**config.mk**
```make
export PLATFORM = sky130hd
export DESIGN_NAME = branch_resolve
export DESIGN_NICKNAME = d
export VERILOG_FILES = /design/src/rtl/branch_resolve.sv
export SDC_FILE = /design/constraint.sdc
export NUM_CORES = 1
export LEC_CHECK = 0
export ABC_AREA = 1
export CORE_UTILIZATION = 40
export CTS_CLUSTER_DIAMETER = 40
export DETAILED_ROUTE_END_ITERATION = 10
export HOLD_SLACK_MARGIN = 0.1
export MAX_ROUTING_LAYER = met4
export PLACE_DENSITY = 0.76
export SYNTH_ARGS = -nofsm -noshare
export SYNTH_HDL_FRONTEND = slang
export SYNTH_SLANG_ARGS = --single-unit
```
**constraint.sdc**
```tcl
create_clock -name clk -period 4.68 [get_ports clk]
set_input_delay 0.468 -clock clk [delete_from_list [all_inputs] [get_ports clk]]
set_output_delay 0.468 -clock clk [all_outputs]
set_load 0.01 [all_outputs]
```
**src/rtl/branch_resolve.sv**
```systemverilog
// branch_resolve: resolves beq/bne/j descriptors against the fetch PC.
// A taken branch redirects pc to its target, pulses taken for one cycle,
// bumps a saturating taken counter and raises flush for FLUSH_CYCLES
// cycles. No new descriptor is accepted while the flush is in progress.
module branch_resolve #(
  parameter logic [31:0] RESET_PC     = 32'h0000_0000,
  parameter int unsigned FLUSH_CYCLES = 2
) (
  input  logic        clk,
  input  logic        rst_n,
  input  logic        stall,
  input  logic        br_valid,
  output logic        br_ready,
  input  logic [1:0]  br_op,
  input  logic        eq,
  input  logic [31:0] br_pc,
  input  logic [31:0] imm,
  input  logic [25:0] jtarget,
  output logic [31:0] pc,
  output logic        flush,
  output logic        taken,
  output logic [15:0] taken_cnt
);

  // FSM encoding
  localparam logic [0:0] IDLE  = 1'b0;
  localparam logic [0:0] FLUSH = 1'b1;

  // Branch opcode encoding
  localparam logic [1:0] OP_NONE = 2'b00;
  localparam logic [1:0] OP_BEQ  = 2'b01;
  localparam logic [1:0] OP_BNE  = 2'b10;
  localparam logic [1:0] OP_J    = 2'b11;

  // The flush down-counter is 3 bits wide, so lengths above 7 cannot be held.
  localparam logic [2:0] FLUSH_LOAD = 3'(FLUSH_CYCLES);
  localparam logic [15:0] CNT_MAX   = 16'hFFFF;

  logic [0:0]  state_reg, state_next;
  logic [2:0]  cnt_reg, cnt_next;
  logic [31:0] pc_reg, pc_next;
  logic        flush_reg, flush_next;
  logic        taken_reg, taken_next;
  logic [15:0] taken_cnt_reg, taken_cnt_next;

  logic        accept;
  logic        resolve_taken;
  logic        take;
  logic [31:0] link_pc;
  logic [31:0] branch_target;
  logic [31:0] jump_target;
  logic [31:0] target;
  logic [31:0] seq_pc;

  // Handshake: descriptors are only taken while no flush is running.
  assign br_ready = (state_reg == IDLE);
  assign accept   = br_valid & br_ready;

  // Target arithmetic. All sums wrap modulo 2^32; there is no overflow flag.
  assign link_pc       = br_pc + 32'd4;
  assign branch_target = link_pc + (imm << 2);
  assign jump_target   = {link_pc[31:28], jtarget, 2'b00};
  assign target        = (br_op == OP_J) ? jump_target : branch_target;
  assign seq_pc        = pc_reg + 32'd4;

  // Decide whether the offered descriptor would redirect fetch.
  always_comb begin
    resolve_taken = 1'b0;
    case (br_op)
      OP_NONE: resolve_taken = 1'b0;
      OP_BEQ:  resolve_taken = eq;
      OP_BNE:  resolve_taken = ~eq;
      OP_J:    resolve_taken = 1'b1;
      default: resolve_taken = 1'b0;
    endcase
  end

  assign take = accept & resolve_taken;

  // Next fetch PC: a taken branch wins over stall, stall wins over +4.
  always_comb begin
    pc_next = seq_pc;
    if (take) begin
      pc_next = target;
    end else if (stall) begin
      pc_next = pc_reg;
    end
  end

  // Flush sequencing: load the counter on a taken accept, count down
  // every cycle in FLUSH (stall does not pause it), leave when it hits 0.
  always_comb begin
    state_next = state_reg;
    cnt_next   = cnt_reg;
    case (state_reg)
      IDLE: begin
        if (take) begin
          state_next = FLUSH;
          cnt_next   = FLUSH_LOAD;
        end
      end
      FLUSH: begin
        if (cnt_reg <= 3'd1) begin
          state_next = IDLE;
          cnt_next   = 3'd0;
        end else begin
          cnt_next = cnt_reg - 3'd1;
        end
      end
      default: begin
        state_next = IDLE;
        cnt_next   = 3'd0;
      end
    endcase
  end

  // Registered outputs derived from the next state and the accept decision.
  always_comb begin
    flush_next     = (state_next == FLUSH);
    taken_next     = take;
    taken_cnt_next = taken_cnt_reg;
    if (take && (taken_cnt_reg != CNT_MAX)) begin
      taken_cnt_next = taken_cnt_reg + 16'd1;
    end
  end

  // State update; reset beats every other input, including a taken accept.
  always_ff @(posedge clk) begin
    if (!rst_n) begin
      state_reg     <= IDLE;
      cnt_reg       <= 3'd0;
      pc_reg        <= RESET_PC;
      flush_reg     <= 1'b0;
      taken_reg     <= 1'b0;
      taken_cnt_reg <= 16'd0;
    end else begin
      state_reg     <= state_next;
      cnt_reg       <= cnt_next;
      pc_reg        <= pc_next;
      flush_reg     <= flush_next;
      taken_reg     <= taken_next;
      taken_cnt_reg <= taken_cnt_next;
    end
  end

  assign pc        = pc_reg;
  assign flush     = flush_reg;
  assign taken     = taken_reg;
  assign taken_cnt = taken_cnt_reg;

endmodule

```
# Word-level counts from Yosys, hierarchy flattened
# Cells that the tools add are included.
# classes
n_addsub,5
magnitude_cmp,1
eq_ne,6
n_mux,10
n_bitwise,4
n_reduce_logical,2
# op_table
operator,n
32-bit 2-to-1 mux,3
32-bit by 3-bit adder with 32-bit output (second input constant),2
32-bit adder,1
16-bit by 1-bit adder with 16-bit output (second input constant),1
16-bit != test (second input constant),1
3-bit 2-to-1 mux,2
3-bit case mux with 2 select lines,1
2-bit equality test (second input constant),2
2-bit by 1-bit != test with 1-bit output (second input constant),2
1-bit case mux with 4 select lines,1
3-bit by 1-bit less-or-equal comparator with 1-bit output (second input constant),1
3-bit by 1-bit subtractor with 3-bit output (second input constant),1
1-bit bitwise AND,2
2-bit by 1-bit equality test with 1-bit output (second input constant),1
2-bit logical NOT,1
1-bit 2-to-1 mux,2
1-bit NOT,2
1-bit case mux with 2 select lines,1
1-bit logical AND,1
# totals
reg_bits,53
output_inout_bits,51
wordCells,33

# Logic depth before layout (Yosys ltp)
# Gate-level depths: netlist of run 1.
# depth
ltp_word,5
depth_mapped,24
mapped_depth_nobuf,24

# Worst setup path after synthesis of run 1
# OpenSTA, ideal clock, no wires.
# synth_timing
path_type,in2reg
startpoint,input br_pc[5]
endpoint,"register pc_reg[31], in the netlist pc[31]"
setup_ns,0.122
arrival_ns,2.552
required_time_ns,4.558
slack_ns,2.006
path_stages,22
path_buffers,0
path_cell_list,nand2_1 -> nor2_1 -> nand2_1 -> nor3_2 -> nand4_1 -> nor2_1 -> nand2_1 -> xor2_1 -> inv_1 -> ha_1 -> nand2_1 -> inv_1 -> nand2_1 -> nor2_1 -> and3_1 -> nand2_1 -> nand2_1 -> inv_1 -> nand2_1 -> nand3_1 -> nand2_1 -> a21oi_2
# synth_between
elab_chain_len,4
# synth_rtl
item,line_no,rtl
start: declaration,16,"input logic [31:0] br_pc,"
32-bit by 3-bit adder with 32-bit output *,60,assign link_pc = br_pc + 32'd4;
32-bit adder,61,assign branch_target = link_pc + (imm << 2);
32-bit 2-to-1 mux *,63,assign target = (br_op == OP_J) ? jump_target : branch_target;
32-bit 2-to-1 mux *,83,if (take) begin
end signal: assignment,139,pc_reg <= pc_next;
end: declaration,41,"logic [31:0] pc_reg, pc_next;"
# Mark *: on every way between the ends. The rest lies on a longest branch, timed or not.
# A chain may end at the register's enable or synchronous reset.

# Final worst setup path of run 1
# layout_timing
startpoint,input br_pc[5]
endpoint,"register pc_reg[25], in the netlist pc[25]"
# layout_between
elab_chain_len,4
# layout_rtl
item,line_no
32-bit by 3-bit adder with 32-bit output,60
32-bit adder,61
32-bit 2-to-1 mux,63
32-bit 2-to-1 mux,83
# Every way passes these cells.

==> results.md, run 1 <==
- The run finished with clean final reports.
- The top cell types in the final layout, fill and taps aside, are sky130_fd_sc_hd__nand2_1 (309), sky130_fd_sc_hd__clkdlybuf4s50_1 (145), sky130_fd_sc_hd__inv_1 (140), sky130_fd_sc_hd__nor2_1 (128), sky130_fd_sc_hd__o21ai_0 (72).
- By area, the combinational part of the netlist is dominated by simple AND/OR/NAND/NOR gates.
- Of the total synthesized cell area, the portion taken by XOR and XNOR cells is 0.0914.
- The pre-antenna-repair detailed-routing pass consisted of 5 iterations.
- For this design the top-level I/O count stands at 148.
- The compound-cell area share of the yosys netlist came to 0.149.
- The startpoint identified for the worst hold timing path is pc[1]$_SDFFE_PN0P_.
- The critical path starts at br_pc[5].
- The initial antenna violation count is 1.
- The area share of and/or/nand/nor cells after synthesis is 0.406.
- The internal power consumption is 0.000957 W.
- The power share of the combinational group is 0.411.
- After detailed placement, the total cell area comes to 7860 um2.
- For this run the aggregate overflow at the end of global routing stands at 0.
- The final hold violation count is 0.
- The leakage power is 3.63 nW.
- Setup violations remaining at the end of the flow were counted as 0.
- The global-route wire length before repair is 33.0 mm.
- The number of DRC violations after detailed routing is 0.
- The number of port buffers is 145.
- In this run the deepest clock path goes through 2 buffers.
- Of the available clock period, the critical path in the final layout requires 0.757.
- The clock tree root driver cell is sky130_fd_sc_hd__clkbuf_16.
- The horizontal die dimension is 127 um.
- The final net count is 1355.
- CTS built an H-tree with a depth of 2.
- Along the worst path, the maximum fanout reaches 4.
- Synthesis inferred 53 register bits.
- In this run the cell area of the synthesized design comes to 6230 um2.
- Measured against its own limit, the worst slew margin works out to 0.514.
- The detail route stage leaves a number of antenna-violating nets equal to 0.
- The total wirelength of the detailed-routed design is 20.4 mm.
- The finished cells cover 8010 um2.
- The area of the core region is 15200 um2.
- The mean routed wirelength per cell is 14.5 um.
- Measured along the y axis, the die boundary spans 127 um.
- Dividing the detail-routed via count by the number of cells gives 5.15.
- The critical path class is in -> reg.
- The count of filler cells inserted in the layout is 1562.
- For the worst setup path, the data arrival time is 3.72 ns.
- Yosys printed 0 warnings.
- Adding up every negative setup slack in the final design gives 0 ns.
- The worst clock skew on the final layout is 0.00849 ns.
- The floorplan has 45 rows.
- A synthesized cell averages 5.74 um2.
- The worst setup path is launched from an input pin.
- The multiplexer share of the synthesized area is 0.
- The number of max-cap violations is 0.
- Clock tree synthesis inserted a total of 5 buffers.
- The pin count of the biggest net entering global routing is 49.
- The critical path data required time is 4.86 ns.
- The tree built by TritonCTS fans out to 53 sinks.
- The initial utilization of the core area, before any placement, comes to 0.410.
- The final critical-path required period is 3.54 ns.
- The class of the most critical hold timing path is reg -> reg.
- The most common cell after layout, fill and taps aside is sky130_fd_sc_hd__nand2_1.
- At the end of the flow the core is filled with cells to 0.527.
- Of the total power, the clock network draws 0.249.
- The maximum achievable frequency is 282 MHz.
- The vias after detailed routing is 7254.
- The transition time of the tightest slew-check pin is 0.727 ns.
- The adder-cell share of the synthesized area is 0.0816.
- The fraction of layout cells with a size suffix above 1 is 0.0451.
- The part of the power in registers is 0.340.
- The detailed router's first-iteration violation count is 491.
- The register with the most flip-flops in the layout has 32 of them.
- The number of instances in the synthesized netlist is 1084.
- The final number of max-transition violations came to 0.
- The power density relative to cell area is 193 nW/um2.
- The switching share of total power is 0.380.
- The number of buffers inserted by hold repair at cts is 0.
- The clock transition at the registers of the reported paths is 0.07 ns.
- The sequential area share after synthesis is 0.170.
- The number of setup buffers added after CTS is 0.
- From synthesis to final layout, the design area changed by 28.6%.
- Clock latency on the worst-skew pair, taken at its later pin, is 0.30 ns.
- The number of gates resized after cts is 0.
- The sum of net half-perimeters after detailed placement is 16.7 mm.
- The post-synthesis net count is 1221.
- The worst ir drop on vdd is 0.150 mV.
- The number of global-route vias before repair is 6757.
- The overall global routing resource usage is 0.262.
- The startpoint of the worst register-to-register path is pc[2]$_SDFFE_PN0N_.
- The net switching component of the power is 0.000585 W.
- In this run, distinct cell masters in the synthesized netlist total 46.
- The area of the die is 16100 um2.
- The clock tree from TritonCTS is built.
- The congestion estimate from routability-driven global placement came to 0.940.
- STA classifies the critical path endpoint as a flip-flop.
- Setup repair after global routing left no endpoint under its margin.
==> metrics by stage <==
step | total power [W] | hold WS (ns) | instances | worst slack [ns]
3_3_place_gp | 0.00115 | 0.460 | 1399 | 0.858
6_report | 0.00154 | 0.477 | 1408 | 1.14
5_1_grt | 0.00164 | 0.493 | 1408 | 0.839
2_1_floorplan | 0.000897 | 0.445 | 1084 | 2.01
3_5_place_dp | 0.00116 | 0.469 | 1399 | 0.869
4_1_cts | 0.00154 | 0.479 | 1407 | 1.17
==> synthesized netlist by cell type (all sizes together) <==
cell type,count,area [um2]
nand3,65,345
xnor2,19,166
nor3,33,190
xor2,46,403
buf,3,12.5
nor2,145,597
inv,145,547
a31oi,7,43.8
o211ai,6,45.0
ha,39,488
o21a,4,30.0
o31ai,1,7.51
a31o,1,8.76
a21o,1,7.51
clkinv,1,3.75
nor4,5,31.3
o22ai,1,6.26
clkbuf,19,71.3
and2,2,12.5
dfxtp,53,1060
fa,1,20.0
nand4,14,93.8
and3,2,12.5
nand3b,1,7.51
nor3b,1,12.5
o221ai,1,8.76
o21ai,77,389
a221oi,1,8.76
nand2,315,1210
o21bai,2,15.0
a21oi,70,354
or2,3,18.8
==> logic make-up after synthesis <==
| kind of cell | Yosys count |
|---|---|
| compound gates | 172 |
| xor+xnor | 65 |
| fa+ha+maj | 40 |
| flops | 53 |
| simple gates | 586 |
| buf+inv | 168 |
==> layer usage <==
metal,routed length [um],share of wire,up-vias,track usage
met5,0,0,-,-
met4,306,0.015,0,0.0462
met3,1250,0.061,24,0.0283
met2,9230,0.45,233,0.437
met1,9590,0.47,3241,0.346
li1,-,-,3756,-
==> power groups by stage <==
stage	Combinational (W)	Sequential (W)	Clock (W)
final	0.000634	0.000524	0.000384
after global routing	0.000707	0.000528	0.000410
after CTS	0.000631	0.000523	0.000389
after detailed placement	0.000626	0.000533	0
after global placement	0.000621	0.000533	0
after floorplan	0.000363	0.000534	0
==> worst max-delay path, stage by stage <==
cell and delay [ns]:
sky130_fd_sc_hd__clkdlybuf4s50_1 0.53, sky130_fd_sc_hd__nand2_1 0.11, sky130_fd_sc_hd__nor2_1 0.15, sky130_fd_sc_hd__nand2_1 0.13
sky130_fd_sc_hd__nor4_1 0.46, sky130_fd_sc_hd__nand2_1 0.17, sky130_fd_sc_hd__xor2_1 0.18, sky130_fd_sc_hd__ha_1 0.36
sky130_fd_sc_hd__nand2_1 0.10, sky130_fd_sc_hd__nor2_1 0.15, sky130_fd_sc_hd__inv_1 0.08, sky130_fd_sc_hd__nor3_1 0.21
sky130_fd_sc_hd__nand3_1 0.12, sky130_fd_sc_hd__nand3_1 0.17, sky130_fd_sc_hd__nor2_1 0.06, sky130_fd_sc_hd__o21ai_0 0.19
sky130_fd_sc_hd__a21oi_1 0.08
==> path summary, 6_finish.rpt <==
| path | end | slack (ns) | cells past startpoint |
|---|---|---|---|
| worst max-delay path | pc[25]$_SDFFE_PN0N_ | 1.14 | 17 |
| worst min-delay path | pc[1]$_SDFFE_PN0P_ | 0.48 | 2 |
| worst max register to register | pc[24]$_SDFFE_PN0N_ | 2.67 | 9 |
| worst min register to register | pc[1]$_SDFFE_PN0P_ | 0.48 | 2 |
==> area by class of cell <==
class / instances / area (um2) / area share
Sequential cell: 53 / 1060 / 0.132
Clock buffer: 5 / 125 / 0.0156
Multi-Input combinational cell: 863 / 4530 / 0.566
Timing Repair Buffer: 149 / 1480 / 0.185
Clock inverter: 3 / 22.5 / 0.00281
Tap cell: 188 / 235 / 0.0294
Inverter: 146 / 551 / 0.0687
Antenna cell: 1 / 2.50 / 0.000312
Note: power is estimated with default switching activity, not from simulation.
==> run 2, diff against run 1 <==
==> constraint.sdc (replaced) <==
create_clock -name clk -period 3.6 [get_ports clk]
set_input_delay 0.36 -clock clk [delete_from_list [all_inputs] [get_ports clk]]
set_output_delay 0.36 -clock clk [all_outputs]
set_load 0.01 [all_outputs]
==> results.md, run 2 (synthesis results as in run 1) <==
- Row generation in the floorplan step produced 45 rows.
- The number of port buffers is 145.
- For the pin with the worst max-slew slack, the measured transition is 0.535 ns.
- For this run, the number of standard cells in the final layout without fillers is 1438.
- STA classifies the critical path endpoint as a flip-flop.
- The detailed router's first-iteration violation count is 581.
- The clock tree from TritonCTS is built.
- The endpoint of the worst register-to-register path is pc[3]$_SDFFE_PN0N_.
- The number of max-cap violations is 0.
- The initial antenna violation count is 0.
- The power density relative to cell area is 245 nW/um2.
- After detailed routing, the number of vias per cell comes to 5.10.
- Setup repair after global routing left no endpoint under its margin.
- The number of stages on the worst hold path is 2.
- Of the cells placed in the final design, the portion with a size suffix greater than 1 is 0.0696.
- Setup violations remaining at the end of the flow were counted as 0.
- The number of global-route vias before repair is 6928.
- The flip-flop count of the largest register after layout is 32.
- The die outline height is 127 um.
- For the worst setup path, the data arrival time is 3.47 ns.
- The clock reaches the later pin of the worst-skew pair after 0.30 ns.
- For this block, the routed nets add up to 20.5 mm of wire.
- The overall global routing resource usage is 0.266.
- Of the available clock period, the critical path in the final layout requires 0.913.
- The worst hold path belongs to the class reg -> reg.
- The count of nets left with antenna violations once routing finished came out at 0.
- The total CTS buffers is 5.
- The worst clock skew on the final layout is 0.00574 ns.
- After clock tree synthesis, the flow added hold-fix buffers numbering 0.
- After clock tree synthesis, the setup repair step added 0 buffers.
- The worst path in the final design needs a cycle of 3.29 ns, including I/O delays and setup.
- The final hold violation count was 0.
- Based on the critical path, the design can be clocked at up to 304 MHz.
- The H-tree depth is 2.
- The pre-antenna-repair detailed-routing pass consisted of 5 iterations.
- The library cell used most frequently in the layout, excluding fill and tap cells, is sky130_fd_sc_hd__nand2_1.
- Of all nets on the critical path, the largest fanout is 5.
- The startpoint identified for the worst register-to-register timing path is flush$_SDFF_PN0_.
- Once placement completed, the tool counted placed cells totaling 1430.
- For this design the static power due to leakage is 3.77 nW.
- Compared with the post-synthesis result, the final layout area differs by 32.4%.
- The number of DRC violations after detailed routing is 0.
- After routing the design area is 8240 um2.
- The clock transition at the registers of the reported paths is 0.07 ns.
- The critical path in this run is classified as in -> reg.
- The instance area at placement is 8090 um2.
- The overall power is 0.00202 W.
- After global routing the overflow that remains totals 0.
- Detailed placement finished with a half-perimeter wire length of 16.9 mm.
- On the final layout, the worst hold slack is 0.472 ns.
- The reg2reg setup slack is 1.61 ns.
- At the end of the flow, the number of nets in the layout was 1386.
- In this run the tightest slew margin relative to its limit is 0.643.
- Dividing the detail-routed wire length by the instance count gives 14.3 um.
- At the end of routability-driven placement, the weighted congestion stood at 0.940.
- The final number of max-transition violations is 0.
- The path with the worst hold slack has its endpoint at pc[0]$_SDFFE_PN0P_.
- The top cell types in the final layout, fill and taps aside, are sky130_fd_sc_hd__nand2_1 (309), sky130_fd_sc_hd__clkdlybuf4s50_1 (145), sky130_fd_sc_hd__inv_1 (140), sky130_fd_sc_hd__nor2_1 (126), sky130_fd_sc_hd__o21ai_0 (71).
- The number of clock sinks is 53.
- The worst ir drop on vdd is 0.208 mV.
- The die covers 16100 um2.
- The vias after detailed routing is 7329.
- Entering global routing, the biggest net connects 47 pins.
- Measured along the x axis, the die boundary spans 127 um.
- The clock tree root driver cell is sky130_fd_sc_hd__clkbuf_16.
- The total I/O pin count is 148.
- The number of cells on the worst reg-to-reg path is 7.
- The flow ran to the end, and the final reports show no timing, DRC or antenna violations.
- The hold path startpoint is pc[0]$_SDFFE_PN0P_.
- The floorplan step defined a core boundary enclosing 15200 um2.
- The initial utilization of the core area, before any placement, comes to 0.410.
- Setup total negative slack on the finished layout was measured at 0 ns.
- The count of antenna diodes in the layout is 0.
- The first global-routing pass estimated 33.6 mm of wire.
- STA puts the critical path data required time at 3.78 ns.
- The clock passes through at most 2 buffers.
- STA classifies the critical path startpoint as an input pin.
-- run 2: cell type report --
type	instances	area, um2
multi-input combinational	863	4540
tap	188	235
clock inverter	2	15.0
fill	1547	6960
inverter	146	551
timing repair buffer	180	1710
clock buffer	6	129
sequential	53	1060
-- run 2: stage by stage --
stage               utilization  setup slack [ns]
finish                    0.542             0.315
global route              0.542           0.00518
CTS                       0.542             0.263
detailed placement        0.532           -0.0320
global placement          0.532           0.00694
floorplan                     -              1.03
-- run 2: how the worst max path moves through the flow --
stage	from	end	slack [ns]	depth (start not counted)
after floorplan	br_pc[5]	pc[31]$_SDFFE_PN0N_	1.03	22
after global placement	br_pc[2]	pc[20]$_SDFFE_PN0N_	0.007	18
after detailed placement	br_pc[2]	pc[20]$_SDFFE_PN0N_	-0.03	18
after CTS	br_pc[2]	pc[20]$_SDFFE_PN0N_	0.26	18
after global routing	br_pc[3]	pc[31]$_SDFFE_PN0N_	0.005	22
final	br_pc[3]	pc[20]$_SDFFE_PN0N_	0.31	18
-- run 2: where the power goes --
| part | total, W | internal (W) | switching, W | leakage [nW] |
|---|---|---|---|---|
| Clock | 0.000487 | 0.000259 | 0.000228 | 0.0631 |
| Combinational | 0.000849 | 0.000379 | 0.000470 | 3.27 |
| Sequential | 0.000680 | 0.000625 | 0.0000552 | 0.434 |
| Total | 0.00202 | 0.00126 | 0.000753 | 3.77 |
-- run 2: worst max-delay path, stage by stage --
cell and delay, ns:
sky130_fd_sc_hd__clkdlybuf4s50_1 0.55, sky130_fd_sc_hd__ha_1 0.23, sky130_fd_sc_hd__nand2_1 0.11, sky130_fd_sc_hd__nor3_2 0.20, sky130_fd_sc_hd__nand4_1 0.21, sky130_fd_sc_hd__buf_4 0.19, sky130_fd_sc_hd__xnor2_1 0.12, sky130_fd_sc_hd__ha_1 0.40
sky130_fd_sc_hd__nand2_1 0.13, sky130_fd_sc_hd__o21ai_0 0.24, sky130_fd_sc_hd__inv_1 0.07, sky130_fd_sc_hd__nand2_1 0.09, sky130_fd_sc_hd__inv_1 0.05, sky130_fd_sc_hd__nand2_1 0.07, sky130_fd_sc_hd__nor2_1 0.04, sky130_fd_sc_hd__o21ai_1 0.21
sky130_fd_sc_hd__buf_4 0.15, sky130_fd_sc_hd__a21oi_1 0.04
-- run 2: layer usage --
metal  vias to the layer above  track usage  share of wire
li1                       3811            -              -
met2                       217        0.450           0.46
met4                         0       0.0448          0.013
met5                         -            -              0
met1                      3280        0.344           0.47
met3                        21       0.0304          0.054
-- run 2: what timing repair did --
| action | in CTS | in global routing |
|---|---|---|
| hold endpoints to repair | 0 | 0 |
| resized for setup | 0 | 3 |
| endpoints found under the setup margin | 0 | 2 |
